**src/rtl/stage_write_mw_pkg.sv**
```systemverilog
`default_nettype none
// ============================================================================
// Module      : stage_write_mw_pkg
// Description : Shared defines for the writeback/retire stage: exception
//               cause encoding, writeback FSM state encoding, test magic
//               word and a small index-width helper.
// Revision    : 1.0 - multi-lane writeback
// ============================================================================
package stage_write_mw_pkg;

    localparam int ECAUSE_W = 4;

    // Exception causes, numbered as the RISC-V mcause exception codes.
    typedef enum logic [ECAUSE_W-1:0] {
        IMISALIGN = 4'd0,
        IFAULT    = 4'd1,
        IILLEGAL  = 4'd2,
        BREAKPT   = 4'd3,
        LMISALIGN = 4'd4,
        LFAULT    = 4'd5,
        SMISALIGN = 4'd6,
        SFAULT    = 4'd7,
        ECALL_U   = 4'd8,
        ECALL_M   = 4'd11
    } ecause_t;

    localparam logic [31:0] TEST_MAGIC = 32'h4D57_0001;

    typedef enum logic [1:0] {
        RUN        = 2'd0,
        FLUSH_HOLD = 2'd1,
        DRAIN      = 2'd2
    } wb_state_t;

    // Width of a lane index; a single-lane build still needs one bit.
    function automatic int idx_width(input int n);
        return (n > 1) ? $clog2(n) : 1;
    endfunction

endpackage
`default_nettype wire

```
**src/rtl/stage_write_mw_lane_select.sv**
```systemverilog
`default_nettype none
// ============================================================================
// Module      : wb_lane_select
// Description : Combinational priority encoder over the writeback lanes.
//               Finds the oldest excepting lane (k) and the oldest valid
//               flushing lane (f), builds the retiring-lane mask and the
//               write-after-write suppression mask.
// Ports       : i_valid_wb/i_exc/i_flush  per-lane status from memory1
//               i_wb_reg                  per-lane destination register
//               i_live                    group is presented and not killed
//               o_k_found/o_k_idx         oldest excepting lane
//               o_f_found/o_f_idx         oldest valid flushing lane
//               o_lane_valid              lanes that retire
//               o_waw_mask                lanes overwritten by a younger lane
// Revision    : 1.0 - multi-lane writeback
// ============================================================================
module wb_lane_select
    import stage_write_mw_pkg::*;
#(
    parameter  int LANES = 2,
    localparam int IDX_W = idx_width(LANES)
) (
    input  logic [LANES-1:0]      i_valid_wb,
    input  logic [LANES-1:0]      i_exc,
    input  logic [LANES-1:0]      i_flush,
    input  logic [LANES-1:0][4:0] i_wb_reg,
    input  logic                  i_live,
    output logic                  o_k_found,
    output logic [IDX_W-1:0]      o_k_idx,
    output logic                  o_f_found,
    output logic [IDX_W-1:0]      o_f_idx,
    output logic [LANES-1:0]      o_lane_valid,
    output logic [LANES-1:0]      o_waw_mask
);

    // Scan youngest to oldest so the last hit is the oldest lane.
    always_comb begin
        o_k_found = 1'b0;
        o_k_idx   = '0;
        o_f_found = 1'b0;
        o_f_idx   = '0;
        for (int i = LANES - 1; i >= 0; i--) begin
            if (i_exc[i]) begin
                o_k_found = 1'b1;
                o_k_idx   = IDX_W'(i);
            end
            if (i_valid_wb[i] && i_flush[i]) begin
                o_f_found = 1'b1;
                o_f_idx   = IDX_W'(i);
            end
        end
    end

    // A lane retires only if older than the exception and not younger
    // than the flush; the flushing lane itself still retires.
    always_comb begin
        o_lane_valid = '0;
        for (int i = 0; i < LANES; i++) begin
            o_lane_valid[i] = i_valid_wb[i] & i_live & ~i_exc[i]
                            & (~o_k_found | (IDX_W'(i) <  o_k_idx))
                            & (~o_f_found | (IDX_W'(i) <= o_f_idx));
        end
    end

    // Only the youngest retiring writer of a register keeps its write.
    always_comb begin
        o_waw_mask = '0;
        for (int i = 0; i < LANES; i++) begin
            for (int j = i + 1; j < LANES; j++) begin
                if (o_lane_valid[j] && (i_wb_reg[j] == i_wb_reg[i])) begin
                    o_waw_mask[i] = 1'b1;
                end
            end
        end
    end

endmodule
`default_nettype wire

```
**src/rtl/stage_write_mw.sv**
```systemverilog
`default_nettype none
// ============================================================================
// Module      : stage_write_mw
// Description : Multi-lane writeback/retire stage. Captures up to LANES
//               in-order results from memory1, drives register-file write
//               ports, reports the oldest exception or flush and sequences
//               flush/exception stalls against fetch1/memory1 cache activity.
// Ports       : clk_core/reset_n      clock, async active-low reset
//               fe1_busy/mem1_busy    cache fill/evict in progress
//               mem1_*                per-lane results from memory1
//               csr_kill              kill all incoming lanes
//               wb_stall              hold memory1
//               wb_valid/wb_we        retiring lanes / register write enables
//               wb_reg/wb_data        write register / data per lane
//               wb_exc/wb_exc_cause   oldest exception and its cause
//               wb_flush              flush pending
//               wb_pc                 pc of excepting/flushing lane, else lane 0
//               wb_retire_cnt         popcount of wb_valid
// Options     : WB_INSTRET_EN adds a 64-bit retired-instruction counter
//               (wb_instret) with CSR write port csr_instret_wr/_wdata.
// Revision    : 1.0 - multi-lane writeback
// ============================================================================
module stage_write_mw
    import stage_write_mw_pkg::*;
#(
    parameter  int LANES = 2,
    parameter  int XLEN  = 32,
    localparam int IDX_W = idx_width(LANES),
    localparam int CNT_W = $clog2(LANES + 1)
) (
    input  logic                             clk_core,
    input  logic                             reset_n,
    input  logic                             fe1_busy,
    input  logic                             mem1_busy,
    input  logic                             mem1_stall,
    input  logic [LANES-1:0]                 mem1_valid_wb,
    input  logic [LANES-1:0]                 mem1_exc,
    input  logic [LANES-1:0][ECAUSE_W-1:0]   mem1_exc_cause,
    input  logic [LANES-1:0]                 mem1_flush,
    input  logic [LANES-1:0][29:0]           mem1_pc,
    input  logic [LANES-1:0][4:0]            mem1_wb_reg,
    input  logic [LANES-1:0][XLEN-1:0]       mem1_dout,
    input  logic                             csr_kill,
`ifdef WB_INSTRET_EN
    input  logic                             csr_instret_wr,
    input  logic [63:0]                      csr_instret_wdata,
    output logic [63:0]                      wb_instret,
`endif
    output logic                             wb_stall,
    output logic [LANES-1:0]                 wb_valid,
    output logic [LANES-1:0]                 wb_we,
    output logic [LANES-1:0][4:0]            wb_reg,
    output logic [LANES-1:0][XLEN-1:0]       wb_data,
    output logic                             wb_exc,
    output ecause_t                          wb_exc_cause,
    output logic                             wb_flush,
    output logic [29:0]                      wb_pc,
    output logic [CNT_W-1:0]                 wb_retire_cnt
);

    logic                 w_live;
    logic                 w_k_found;
    logic [IDX_W-1:0]     w_k_idx;
    logic                 w_f_found;
    logic [IDX_W-1:0]     w_f_idx;
    logic [LANES-1:0]     w_lane_valid;
    logic [LANES-1:0]     w_waw_mask;
    logic [LANES-1:0]     w_we;
    logic [CNT_W-1:0]     w_cnt;
    logic                 w_flush_older;
    logic                 w_exc;
    logic                 w_flush;
    logic [29:0]          w_pc;

    wb_state_t                   state_q, state_d;
    logic [LANES-1:0]            valid_q, valid_d;
    logic [LANES-1:0]            we_q, we_d;
    logic [LANES-1:0][4:0]       reg_q, reg_d;
    logic [LANES-1:0][XLEN-1:0]  data_q, data_d;
    logic                        exc_q, exc_d;
    ecause_t                     cause_q, cause_d;
    logic                        flush_q, flush_d;
    logic [29:0]                 pc_q, pc_d;
    logic [CNT_W-1:0]            cnt_q, cnt_d;

    assign w_live = ~mem1_stall & ~csr_kill;

    wb_lane_select #(
        .LANES (LANES)
    ) u_lane_select (
        .i_valid_wb   (mem1_valid_wb),
        .i_exc        (mem1_exc),
        .i_flush      (mem1_flush),
        .i_wb_reg     (mem1_wb_reg),
        .i_live       (w_live),
        .o_k_found    (w_k_found),
        .o_k_idx      (w_k_idx),
        .o_f_found    (w_f_found),
        .o_f_idx      (w_f_idx),
        .o_lane_valid (w_lane_valid),
        .o_waw_mask   (w_waw_mask)
    );

    // A flush older than any exception wins and masks the exception; a
    // stalled or killed group has nothing to report.
    assign w_flush_older = w_f_found & (~w_k_found | (w_f_idx < w_k_idx));
    assign w_flush       = w_flush_older & w_live;
    assign w_exc         = w_k_found & w_live & ~w_flush_older;
    assign w_pc          = w_exc   ? mem1_pc[w_k_idx] :
                           w_flush ? mem1_pc[w_f_idx] : mem1_pc[0];

    always_comb begin
        w_we  = '0;
        w_cnt = '0;
        for (int i = 0; i < LANES; i++) begin
            w_we[i] = w_lane_valid[i] & ~w_waw_mask[i] & (mem1_wb_reg[i] != 5'd0);
            w_cnt   = w_cnt + CNT_W'(w_lane_valid[i]);
        end
    end

    // Stall/next-state; every output register holds while stalled.
    always_comb begin
        state_d  = state_q;
        wb_stall = 1'b0;
        valid_d  = valid_q;
        we_d     = we_q;
        reg_d    = reg_q;
        data_d   = data_q;
        exc_d    = exc_q;
        cause_d  = cause_q;
        flush_d  = flush_q;
        pc_d     = pc_q;
        cnt_d    = cnt_q;

        case (state_q)
            RUN: begin
                wb_stall = exc_q & (fe1_busy | mem1_busy);
                if (!wb_stall && w_flush) begin
                    state_d = FLUSH_HOLD;
                end
            end
            FLUSH_HOLD: begin
                wb_stall = 1'b1;
                state_d  = DRAIN;
            end
            DRAIN: begin
                wb_stall = fe1_busy | mem1_busy;
                if (!wb_stall) begin
                    state_d = w_flush ? FLUSH_HOLD : RUN;
                end
            end
            default: begin
                state_d = RUN;
            end
        endcase

        if (!wb_stall) begin
            valid_d = w_lane_valid;
            we_d    = w_we;
            reg_d   = mem1_wb_reg;
            data_d  = mem1_dout;
            exc_d   = w_exc;
            cause_d = ecause_t'(mem1_exc_cause[w_k_idx]);
            flush_d = w_flush;
            pc_d    = w_pc;
            cnt_d   = w_cnt;
        end
    end

    always_ff @(posedge clk_core or negedge reset_n) begin
        if (!reset_n) begin
            state_q <= RUN;
            valid_q <= '0;
            we_q    <= '0;
            exc_q   <= 1'b0;
            flush_q <= 1'b0;
            cnt_q   <= '0;
        end else begin
            state_q <= state_d;
            valid_q <= valid_d;
            we_q    <= we_d;
            exc_q   <= exc_d;
            flush_q <= flush_d;
            cnt_q   <= cnt_d;
        end
    end

    // Payload registers are qualified by the valid/exc/flush flags.
    always_ff @(posedge clk_core) begin
        reg_q   <= reg_d;
        data_q  <= data_d;
        cause_q <= cause_d;
        pc_q    <= pc_d;
    end

`ifdef WB_INSTRET_EN
    logic [63:0] instret_q, instret_d;

    // A group is counted once, on the cycle its stall finally drops.
    always_comb begin
        instret_d = instret_q;
        if (csr_instret_wr) begin
            instret_d = csr_instret_wdata;
        end else if (!wb_stall) begin
            instret_d = instret_q + 64'(cnt_q);
        end
    end

    always_ff @(posedge clk_core or negedge reset_n) begin
        if (!reset_n) begin
            instret_q <= '0;
        end else begin
            instret_q <= instret_d;
        end
    end

    assign wb_instret = instret_q;
`endif

    assign wb_valid      = valid_q;
    assign wb_we         = we_q;
    assign wb_reg        = reg_q;
    assign wb_data       = data_q;
    assign wb_exc        = exc_q;
    assign wb_exc_cause  = cause_q;
    assign wb_flush      = flush_q;
    assign wb_pc         = pc_q;
    assign wb_retire_cnt = cnt_q;

endmodule
`default_nettype wire
```
**config.mk**
```make
export PLATFORM = sky130hd
export DESIGN_NAME = stage_write_mw
export DESIGN_NICKNAME = d
export VERILOG_FILES = /design/src/rtl/stage_write_mw_pkg.sv /design/src/rtl/stage_write_mw_lane_select.sv /design/src/rtl/stage_write_mw.sv
export SDC_FILE = /design/constraint.sdc
export NUM_CORES = 1
export LEC_CHECK = 0
export BUFFER_PORTS_ARGS = -buffer_cell sky130_fd_sc_hd__buf_4
export CORE_AREA = 2 2 105 107
export CTS_BUF_LIST = sky130_fd_sc_hd__clkbuf_16
export CTS_CLUSTER_DIAMETER = 50
export DETAILED_ROUTE_END_ITERATION = 10
export DIE_AREA = 0 0 107 109
export PLACE_DENSITY = 0.81
export SETUP_SLACK_MARGIN = 0.15
export SKIP_CTS_REPAIR_TIMING = 1
export SYNTH_ARGS = -nofsm -noshare
export SYNTH_HDL_FRONTEND = slang
export SYNTH_SLANG_ARGS = --single-unit
```
**constraint.sdc**
```tcl
create_clock -name clk_core -period 9.5 [get_ports clk_core]
set_input_delay 0.95 -clock clk_core [delete_from_list [all_inputs] [get_ports clk_core]]
set_output_delay 0.95 -clock clk_core [all_outputs]
set_load 0.005 [all_outputs]
```
==> results of run 1 <==
==> critical path, stage by stage <==
cell	delay [ns]
buf_4	0.08
o22ai_1	0.09
mux2i_1	0.84
buf_4	0.25
==> layer usage <==
layer | part of all wire (%) | GRT usage (%) | up-vias
met5 | 0 | 0 | -
met4 | 3.2 | 10.11 | 0
met3 | 9.6 | 7.531 | 24
met2 | 54 | 32.35 | 187
met1 | 33 | 18.90 | 1384
li1 | - | - | 1368
==> cell families after synthesis <==
logic type	Yosys count	share of synthesized area, %
flops	118	80.60
mux	38	12.44
simple gates	19	2.425
compound gates	14	1.992
buf+inv	8	1.241
xor+xnor	5	1.011
fa+ha+maj	1	0.2886
==> layout by cell type, fill, tap and decap left out, types with 4 or more instances in the layout <==
cell	synthesis	final
inv_1	4	4
buf_4	0	271
dfrtp_1	10	10
mux2_2	7	7
nand2_1	6	6
edfxtp_1	108	108
o21ai_0	5	5
mux2_4	30	30
bufinv_16	0	5
clkbuf_16	0	17
==> metrics by stage <==
stage	total power, µW	hold slack (ns)	std cells	utilization, %
after global routing	1729	0.3611	642	67.52
after global placement	975.4	0.4734	610	61.38
after CTS	1680	0.3571	642	67.52
after floorplan	791.2	0.4726	203	-
after detailed placement	982.5	0.4846	610	61.38
final	1661	0.3762	642	67.52
==> power by group <==
group	switching, µW	total [µW]	internal (µW)
Clock	226	694	468
Combinational	113	264	151
Sequential	24.8	704	679
Total	364	1660	1300
==> final timing paths <==
kind | cells past startpoint | slack [ns] | endpoint
setup / recovery | 4 | 6.34 | wb_stall
hold / removal | 1 | 0.38 | wb_valid[0]
setup reg to reg | 4 | 6.76 | wb_data[43]
hold reg to reg | 1 | 0.50 | wb_flush
max in group asynchronous | 1 | 8.98 | wb_we[1]
min in group clk_core | 1 | 0.50 | wb_flush
==> cell type report <==
class | count | area [µm²] | area share, %
Clock buffer | 17 | 425.4 | 5.942
Sequential cell | 118 | 3493 | 48.79
Inverter | 4 | 17.52 | 0.2447
Multi-Input combinational cell | 77 | 787.0 | 10.99
Clock inverter | 15 | 226.5 | 3.163
Tap cell | 140 | 175.2 | 2.447
Timing Repair Buffer | 271 | 2034 | 28.42
==> impl_metrics.py, run 1 <==
metrics = {
    "synthesis": {
        "yosysMostFrequentCell": "edfxtp_1",
        "syn_nets": 358,
        "yosysWarnings": 0,
        "synth.area.top_cells": "edfxtp_1 (75%), mux2_4 (10%), dfrtp_1 (5.8%)",
        "syn_inst": 203,
        "yosysTopAreaCellShare_pct": 74.83,
        "syn_area_um2": 4334,
        "yosys.area.top_type": "edfxtp_1",
        "synth_common_cells": "edfxtp_1 (108), mux2_4 (30), dfrtp_1 (10)",
        "synth_top_flop_cell": "edfxtp_1",
        "syn_avg_cell_area_um2": 21.35,
        "ys_ff_latch": 118,
        "synth-edff-count": 108,
        "ys_seq_area_share_pct": 80.60,
        "synth_cell_types": 31,
        "async_reset_ff_share_pct": 8.475,
    },
    "detailed_routing": {
        "dr.pass1.iters": 5,
        "wl_per_cell_um": 16.90,
        "drt_iter0_drc": 164,
        "num_vias": 2963,
        "wirelength_mm": 10.85,
        "drc": 0,
        "ant_nets": 0,
        "via_per_inst": 4.615,
    },
    "timing": {
        "finalSetupTns_ns": 0,
        "finalCritPeriodShare_pct": 33.31,
        "fin_crit_ns": 3.165,
        "clock-skew-final_ns": 0.007272,
        "slew_viol_final": 0,
        "setup_ws_ns": 6.335,
        "rsz0062_at_grt": "false",
        "slew_headroom_pct": 26.75,
        "max_freq_ghz": 0.3160,
        "finalSetupViolCount": 0,
        "worst_pin_slew_ns": 1.068,
        "hold_viol": 0,
    },
    "power": {
        "ir_worst_vdd_v": 0.00009858,
        "p_per_area_nw_per_um2": 232.0,
        "leakagePower_uw": 0.003260,
    },
    "global_route": {
        "grt_usage_pct": 18.49,
        "gr-total-overflow": 0,
        "antenna_found_initial": 0,
        "grt_pass1_vias": 3088,
        "grt_pass1_wl_mm": 15.75,
        "grt_start_max_net_pins": 63,
    },
    "floorplan": {
        "die_width_um": 107,
        "die_h_um": 109,
        "initial_core_util_pct": 40.88,
        "ios": 271,
        "dieArea_um2": 11660,
        "rows": 38,
        "core_area_um2": 10600,
    },
    "place": {
        "dp_slack_ns": 6.135,
        "hpwlAfterDp_mm": 8.348,
        "port_buffers": 270,
        "place_area_um2": 6507,
        "gp_congestion": 0.7621,
    },
    "clocking": {
        "cts_max_path_buffers": 2,
        "clock_latency_ns": 0.39,
        "clk_pin_slew_ns": 0.06,
        "cts_root_buffer": "clkbuf_16",
        "h-tree-depth": 4,
        "cts_sinks": 118,
        "cts_buffers": 17,
        "cts_tree": "built",
    },
    "finish": {
        "fin_area_um2": 7159,
        "fin_nets": 644,
        "insertedDiodeCount": 0,
        "fillerInstances": 695,
        "areaGrowthSynthToFinish_pct": 65.18,
        "largest_register_ffs": 64,
        "drive_gt1_share_pct": 68.13,
    },
    "job": {
        "cap_violations": 0,
    },
    "worst_setup_path": {
        "arrival_ns": 2.21,
        "critPathLaunchType": "input pin",
        "crit_type": "input pin to primary output",
        "required_ns": 8.55,
        "startpoint": "mem1_busy",
        "r2r_start": "state_q[0]",
        "endpoint_kind": "primary output",
        "cp_max_fo": 13,
    },
    "min_path": {
        "hold_class": "input pin to asynchronous set/reset pin",
    },
    "outcome": {
        "outcome": "finished, final reports clean",
    },
}
(Power assumes the default switching activity.)
==> run 2, diff against run 1 <==
--- a/config.mk
+++ b/config.mk
@@ -6,12 +6,11 @@
 export NUM_CORES = 1
 export LEC_CHECK = 0
 export BUFFER_PORTS_ARGS = -buffer_cell sky130_fd_sc_hd__buf_4
-export CORE_AREA = 2 2 105 107
+export CORE_UTILIZATION = 38
 export CTS_BUF_LIST = sky130_fd_sc_hd__clkbuf_16
 export CTS_CLUSTER_DIAMETER = 50
 export DETAILED_ROUTE_END_ITERATION = 10
-export DIE_AREA = 0 0 107 109
-export PLACE_DENSITY = 0.81
+export PLACE_DENSITY = 0.78
 export SETUP_SLACK_MARGIN = 0.15
 export SKIP_CTS_REPAIR_TIMING = 1
 export SYNTH_ARGS = -nofsm -noshare
==> constraint.sdc (replaced) <==
create_clock -name clk_core -period 2.83 [get_ports clk_core]
set_input_delay 0.283 -clock clk_core [delete_from_list [all_inputs] [get_ports clk_core]]
set_output_delay 0.283 -clock clk_core [all_outputs]
set_load 0.005 [all_outputs]
==> impl_metrics.py, run 2 (synthesis results as in run 1) <==
metrics = {
    "global_route": {
        "gr-total-overflow": 0,
        "grt_pass1_vias": 2994,
        "grt_pass1_wl_mm": 14.90,
        "grt_usage_pct": 17.47,
        "antenna_found_initial": 0,
        "grt_start_max_net_pins": 85,
    },
    "timing": {
        "worst_pin_slew_ns": 0.5474,
        "finalCritPeriodShare_pct": 64.52,
        "finalSetupViolCount": 0,
        "setup_ws_ns": 1.004,
        "slew_headroom_pct": 63.51,
        "finalSetupTns_ns": 0,
        "fin_crit_ns": 1.826,
        "rsz0062_at_grt": "false",
        "clock-skew-final_ns": 0.009364,
        "hold_viol": 0,
        "max_freq_ghz": 0.5477,
        "slew_viol_final": 0,
    },
    "clocking": {
        "cts_max_path_buffers": 2,
        "clock_latency_ns": 0.40,
        "cts_sinks": 118,
        "h-tree-depth": 4,
        "cts_buffers": 17,
        "cts_tree": "built",
        "cts_root_buffer": "clkbuf_16",
        "clk_pin_slew_ns": 0.06,
    },
    "worst_setup_path": {
        "cp_max_fo": 13,
        "path_cells": "o22ai_2, mux2i_4, buf_4",
        "r2r_cells": 4,
        "worst_path_max_delay_cell": "dfrtp_1",
        "r2r_start": "state_q[1]",
        "max_stage_delay_ns": 0.44,
        "critPathLaunchType": "flip-flop",
        "rrSetupSlack_ns": 1.01,
        "r2r_end": "wb_reg[1]",
        "crit_type": "flip-flop to primary output",
        "endpoint_kind": "primary output",
        "required_ns": 2.55,
        "arrival_ns": 1.54,
    },
    "finish": {
        "layout_commonest_cell": "buf_4",
        "areaGrowthSynthToFinish_pct": 65.59,
        "final_cell_count_no_fill": 645,
        "largest_register_ffs": 64,
        "mostFrequentLayoutCells": "buf_4 (272), edfxtp_1 (108), mux2_4 (30), clkbuf_16 (17), dfrtp_1 (10)",
        "drive_gt1_share_pct": 68.51,
        "insertedDiodeCount": 0,
        "fin_nets": 647,
    },
    "place": {
        "dp_slack_ns": 0.9212,
        "placed_cells": 612,
        "port_buffers": 270,
        "gp_congestion": 0.7861,
        "hpwlAfterDp_mm": 8.023,
    },
    "power": {
        "ir_worst_vdd_v": 0.0004259,
        "leakagePower_uw": 0.003268,
        "p_per_area_nw_per_um2": 761.4,
    },
    "detailed_routing": {
        "num_vias": 2979,
        "drc": 0,
        "drt_iter0_drc": 132,
        "ant_nets": 0,
        "wl_per_cell_um": 16.18,
        "wirelength_mm": 10.44,
        "dr.pass1.iters": 4,
        "via_per_inst": 4.619,
    },
    "min_path": {
        "hp-start": "mem1_dout[20]",
        "hold_class": "input pin to flip-flop",
        "min_path_cells": 1,
        "min_to": "wb_data[20]",
    },
    "floorplan": {
        "die_h_um": 108.8,
        "ios": 271,
        "dieArea_um2": 11840,
        "initial_core_util_pct": 39.46,
        "core_area_um2": 10980,
        "rows": 38,
        "die_width_um": 108.8,
    },
    "job": {
        "cap_violations": 0,
    },
    "outcome": {
        "outcome": "finished, final reports clean",
    },
}
[run 2: cell types whose count changed in the layout (fill, tap and decap cells not counted), sizes merged]
| cell | previous run | this run |
|---|---|---|
| inv | 8 | 7 |
| dlygate4sd3 | 0 | 1 |
| buf | 271 | 273 |
| bufinv | 5 | 4 |
| clkinv | 4 | 6 |
[run 2: critical path, delay by kind of cell, from the launching register on]
family / cells / cell delay, ns
AO/OA/AOI/OAI: 1 / 0.12
buffers and inverters: 1 / 0.20
flip-flops: 1 / 0.44
multiplexers: 1 / 0.38
[run 2: per-stage QoR]
stage               instance area (µm²)  utilization, %  power, µW  hold slack, ns
global placement                   6555           59.68       3292          0.1170
finish                             7177           65.35       5464         0.05530
detailed placement                 6555           59.68       3323          0.1186
CTS                                7167           65.25       5524         -0.3126
global route                       7177           65.35       5684         0.03479
floorplan                          4363               -       2662        -0.01259
[run 2: where the power goes]
| group | internal, µW | switching [µW] | leakage (µW) |
|---|---|---|---|
| Clock | 1460 | 730 | 0.000310 |
| Sequential | 2280 | 83.7 | 0.00121 |
| Combinational | 525 | 387 | 0.00175 |
| Total | 4260 | 1200 | 0.00327 |
[run 2: layout make-up]
cell class	instances	area, µm²
well taps	140	175.2
inverters	4	18.77
clock buffers	17	425.4
flip-flops and latches	118	3493
repair buffers	274	2072
fillers	797	3806
clock inverters	15	186.4
multi-input cells	77	805.8
[run 2: worst max path at each step]
stage                 from    endpoint  slack [ns]  cells after the start
2_1_floorplan   state_q[0]  wb_data[0]       -0.03                      4
3_3_place_gp   mem1_exc[0]    wb_pc[1]        0.92                      6
3_5_place_dp   mem1_exc[0]   wb_pc[21]        0.92                      6
4_1_cts         state_q[1]    wb_stall        0.99                      3
5_1_grt         state_q[1]    wb_stall        0.91                      3
6_report        state_q[1]    wb_stall        1.00                      3
[run 2: metal layers]
metal / share of wire (%) / track usage, % / vias to the layer above
met1: 35 / 17.83 / 1395
met5: 0 / 0 / -
met4: 2.8 / 9.942 / 0
met3: 9.2 / 6.575 / 23
li1: - / - / 1374
met2: 53 / 30.61 / 187
